--- src/rtl/pid_pressure_controller.sv ---
// pid_pressure_controller: shared-multiplier PID stage producing a saturated pump actuation word
module pid_pressure_controller #(
  parameter int                 GAIN_FRAC = 8,
  parameter logic signed [31:0] INT_LIMIT = 32'sd100000,
  parameter logic signed [15:0] OUT_MAX   = 16'sd1000,
  parameter logic signed [15:0] OUT_MIN   = -16'sd1000
) (
  input  logic        CLK,
  input  logic        RESET,
  input  logic        Start,
  input  logic [15:0] setpoint,
  input  logic [15:0] sample,
  input  logic        sample_valid,
  output logic        sample_ready,
  input  logic [15:0] kp,
  input  logic [15:0] ki,
  input  logic [15:0] kd,
  output logic [15:0] pid_out,
  output logic        pid_valid,
  output logic        saturated
);
  typedef enum logic [2:0] {IDLE, MUL_P, MUL_I, MUL_D, SUM, SAT} state_t;
  localparam logic signed [32:0] LIM_W = 33'(INT_LIMIT);
  localparam logic signed [49:0] MAX_W = 50'(OUT_MAX);
  localparam logic signed [49:0] MIN_W = 50'(OUT_MIN);
  state_t state, state_n;
  logic ready_q, accept, first;
  logic signed [16:0] err, err_n, prev_err;
  logic signed [17:0] deriv, deriv_n;
  logic signed [31:0] integ, integ_n;
  logic signed [32:0] integ_sum;
  logic [15:0] kp_q, ki_q, kd_q;
  logic signed [31:0] op_a;
  logic signed [16:0] op_b;
  logic signed [48:0] prod;
  logic signed [49:0] prod_w, acc, sh;
  assign sample_ready = ready_q & Start;
  assign accept = sample_valid & sample_ready;
  // next state: any Start drop abandons the computation in flight
  always_comb begin
    state_n = !Start ? IDLE :
              state == IDLE ? (accept ? MUL_P : IDLE) :
              state == SAT ? IDLE : state_t'(state + 3'd1);
  end
  // error terms for the incoming sample and the single shared multiplier
  always_comb begin
    err_n = $signed({setpoint[15], setpoint}) - $signed({sample[15], sample});
    deriv_n = first ? 18'sd0 : $signed({err_n[16], err_n}) - $signed({prev_err[16], prev_err});
    integ_sum = $signed({integ[31], integ}) + $signed({{16{err_n[16]}}, err_n});
    integ_n = integ_sum > LIM_W ? INT_LIMIT : integ_sum < -LIM_W ? -INT_LIMIT : integ_sum[31:0];
    op_a = state == MUL_P ? {{15{err[16]}}, err} : state == MUL_I ? integ : {{14{deriv[17]}}, deriv};
    op_b = state == MUL_P ? {1'b0, kp_q} : state == MUL_I ? {1'b0, ki_q} : {1'b0, kd_q};
    prod = op_a * op_b;
    prod_w = {prod[48], prod};
  end
  // state register
  always_ff @(posedge CLK) state <= RESET ? IDLE : state_n;
  // loop memory and outputs, cleared whenever the loop is reset or disabled
  always_ff @(posedge CLK) begin
    if (RESET || !Start) begin
      ready_q <= 1'b0;
      pid_valid <= 1'b0;
      pid_out <= '0;
      saturated <= 1'b0;
      integ <= '0;
      prev_err <= '0;
      first <= 1'b1;
    end else begin
      ready_q <= state_n == IDLE;
      pid_valid <= state == SAT;
      if (accept) begin
        integ <= integ_n;
        prev_err <= err_n;
        first <= 1'b0;
      end
      if (state == SAT) begin
        pid_out <= sh > MAX_W ? OUT_MAX : sh < MIN_W ? OUT_MIN : sh[15:0];
        saturated <= sh > MAX_W || sh < MIN_W;
      end
    end
  end
  // operand capture and multiply-accumulate; always rewritten before being read
  always_ff @(posedge CLK) begin
    if (accept) begin
      err <= err_n;
      deriv <= deriv_n;
      kp_q <= kp;
      ki_q <= ki;
      kd_q <= kd;
    end
    acc <= state == MUL_P ? prod_w : (state == MUL_I || state == MUL_D) ? acc + prod_w : acc;
    if (state == SUM) sh <= acc >>> GAIN_FRAC;
  end
endmodule

--- config.mk ---
export PLATFORM = sky130hd
export DESIGN_NAME = pid_pressure_controller
export DESIGN_NICKNAME = d
export VERILOG_FILES = /design/src/rtl/pid_pressure_controller.sv
export SDC_FILE = /design/constraint.sdc
export NUM_CORES = 2
export LEC_CHECK = 0
export ABC_AREA = 1
export CORE_UTILIZATION = 65
export DETAILED_ROUTE_END_ITERATION = 6
export HOLD_SLACK_MARGIN = 0.02
export PLACE_DENSITY = 0.84
export SLEW_MARGIN = 20
export SYNTH_ARGS = -nofsm -noshare
export SYNTH_HDL_FRONTEND = slang
export SYNTH_SLANG_ARGS = --single-unit
--- constraint.sdc ---
create_clock -name CLK -period 9.8 [get_ports CLK]
set_clock_uncertainty 0.05 [all_clocks]
set_input_delay 1.96 -clock CLK [delete_from_list [all_inputs] [get_ports CLK]]
set_output_delay 1.96 -clock CLK [all_outputs]
set_load 0.02 [all_outputs]
==> results.json <==
{
  "yosysWarningCount": 0,
  "wl_per_cell_um": 18.46,
  "clock_path_buffers": 3,
  "hold_viol": 0,
  "max_slew_margin_pct": 36.08,
  "multi_input_area_um2": 24330,
  "clk_latency_ns": 0.55,
  "diodes": 0,
  "drt_iter0_markers": 2750,
  "arrival_ns": 9.62,
  "antenna_found_initial": 1,
  "cts_tree": "yes",
  "final_nets": 5508,
  "tightest_slew_ns": 0.9588,
  "finalCriticalPeriod_ns": 9.369,
  "ys.flop_type": "edfxtp_1",
  "grt_max_degree": 73,
  "path_clk_slew_ns": 0.06,
  "syn_area_per_cell_um2": 7.722,
  "detailroute.via_count": 30530,
  "htreeDepth": 1,
  "worstPathMaxFanout": 49,
  "synthArstFlopShare_pct": 0,
  "synth-edff-count": 175,
  "area_delta_synth_final_pct": 10.58,
  "synth_nets": 5356,
  "drv_cap": 0,
  "die-area_um2": 54880,
  "r2r_slack_ns": 0.43,
  "cts_made_buffers": 27,
  "drive_gt1_share_pct": 7.087,
  "critPathCaptureType": "flop",
  "period_share_pct": 95.61,
  "critical_path.most_common_cell": "inv_1",
  "ys_ff_latch": 247,
  "grt_use_total_pct": 37.91,
  "ir_drop_mv": 0.2936,
  "grt.overflow.total": 0,
  "critPathSlowestCell": "fa_1",
  "core_area_um2": 52970,
  "root_buffer": "clkbuf_16",
  "rsz0062_at_grt": "yes",
  "cp_data_required_time_ns": 10.06,
  "layout_commonest_cell": "inv_1",
  "min_path_cells": 0,
  "r2r-start": "state[0]",
  "worstSetupStartpointType": "flop",
  "grt_pass1_vias": 30550,
  "critPathMaxStageDelay_ns": 0.57,
  "r2r_end": "acc[42]",
  "holdCritStartpoint": "acc[19]",
  "holdBufCountCts": 0,
  "dieWidth_um": 234.3,
  "dp_slack_ns": 0.1892,
  "p_leak_nw": 19.16,
  "drtPass1Iterations": 7,
  "hpwl_mm": 82.47,
  "place.gp.congestion": 1.006,
  "fillers": 4197,
  "synthCells": 4541,
  "final_cell_mix": "inv_1 (1019), nand2_1 (932), fa_1 (493), nor2_1 (465), a21oi_1 (265)",
  "pin_count": 103,
  "netlist_area_um2": 35070,
  "p_per_area_nw_per_um2": 256.9,
  "path_class": "reg -> reg",
  "status": "complete, but fails checks",
  "fin_area_um2": 38780,
  "start_util_pct": 66.20,
  "via_per_inst": 5.653,
  "die_h_um": 234.3,
  "rows": 84,
  "portBuffers": 102,
  "synth_cell_types": 51,
  "drc": 4,
  "final-seq-area_um2": 6696,
  "setup_slack_ns": 0.4306,
  "postLayoutCoreUtil_pct": 73.21,
  "fmax_ghz": 0.1067,
  "hold_class": "reg -> reg",
  "slew_violations": 0,
  "wirelength_mm": 99.72,
  "setup_viol_count_final": 0,
  "ys_seq_area_share_pct": 19.10,
  "reg2reg_depth": 41,
  "violations": "DRC",
  "grt_pass1_wl_mm": 160.9,
  "ant_nets": 0,
  "cts.sinks": 247,
  "post_dp_cell_area_um2": 37460,
  "min_to": "sh[11]"
}
==> synth_stat cells, types with 6 or more instances <==
master    count  area [um^2]
nand3_1     159        795.8
a31oi_1      43        269.0
o21ai_1      17        85.08
a21oi_2       7        61.31
nor4_1       26        162.7
buf_1        10        37.54
ha_1        238         2978
xnor2_1      35        306.5
nand2_2      20        125.1
o211ai_1      6        45.04
dfxtp_1      72         1441
nand2_1     935         3510
fa_1        493         9869
inv_1      1028         3859
nand4_1      30        187.7
o21ai_0     184        920.9
edfxtp_1    175         5255
o21bai_1     10        75.07
a21o_1        8        60.06
clkbuf_1     78        292.8
nor2_1      466         1749
or2_2        28        175.2
a21boi_0      7        52.55
nor2_2        6        37.54
o21a_1       13        97.59
xor2_1       56        490.5
buf_2        25        125.1
nor3_1       22        110.1
inv_2         9        33.78
o31ai_1       7        52.55
o21ai_2       9        78.83
a21oi_1     277         1386
==> registers in the layout, summed over array words and instances (netlist names) <==
register and cells:
acc 50, sh 42, integ 32, deriv 18, err 17, prev_err 17, kd_q 16, ki_q 16
kp_q 16, pid_out 16, state 3, first 1, pid_valid 1, ready_q 1, saturated 1
==> cell type report <==
cell class,count,share of cell area [%]
clock inverter,15,0.3162
timing repair inverter,1,0.02259
tap,688,2.220
sequential,247,17.27
clock buffer,34,1.836
multi-input combinational,3139,62.73
timing repair buffer,236,5.450
inverter,1041,10.15
==> power breakdown <==
| part | internal (mW) | switching [mW] | leakage (nW) |
|---|---|---|---|
| combinational | 2.78 | 4.82 | 16.6 |
| sequential | 1.36 | 0.0240 | 2.19 |
| clock | 0.545 | 0.432 | 0.409 |
==> worst max path at each step <==
| stage | startpoint | endpoint | slack [ns] |
|---|---|---|---|
| 3_5_place_dp | state[1] | acc[46] | 0.19 |
| 6_report | state[0] | acc[42] | 0.43 |
| 5_1_grt | state[0] | acc[44] | -0.08 |
| 4_1_cts | state[1] | acc[46] | 0.11 |
| 2_1_floorplan | state[1] | acc[49] | 1.25 |
| 3_3_place_gp | state[1] | acc[46] | 0.28 |
==> layer usage <==
metal | up-vias | global-route usage [%] | wire length (um)
met5 | - | 0 | 13
met4 | 2 | 14.14 | 3988
met1 | 14610 | 50.89 | 40200
met2 | 1386 | 61.44 | 46000
li1 | 14280 | - | -
met3 | 249 | 6.761 | 9519
==> critical path, delay by kind of cell, from the launching register on <==
| family | cells | cell delay, ns |
|---|---|---|
| adder cells (fa/ha/maj) | 8 | 3.99 |
| AND/OR/NAND/NOR | 14 | 1.77 |
| buffers and inverters | 11 | 1.51 |
| AO/OA/AOI/OAI | 7 | 1.24 |
| flip-flops | 1 | 0.41 |
| XOR/XNOR | 1 | 0.13 |
==> kinds of logic after synthesis <==
logic type | synth area share (%)
XOR/XNOR | 2.319
AND/OR/NAND/NOR | 20.03
adder cells (fa/ha/maj) | 36.64
AO/OA/AOI/OAI | 9.444
flip-flops | 19.10
buffers and inverters | 12.47
==> per-stage QoR <==
stage               TNS, ns  total power, mW  hold slack (ns)  cells
floorplan                 0            6.348           0.3834   4541
global placement          0            8.502           0.3921   5335
finish                    0            9.962           0.4084   5401
detailed placement        0            8.549           0.3920   5335
global route        -0.3313            10.84           0.4205   5401
CTS                       0            9.588           0.4063   5384
==> timing repair <==
action / in CTS / in global routing
resized for setup: 0 / 75
setup buffers: 0 / 15
setup endpoints to repair: 0 / 28
(Power assumes the default switching activity.)
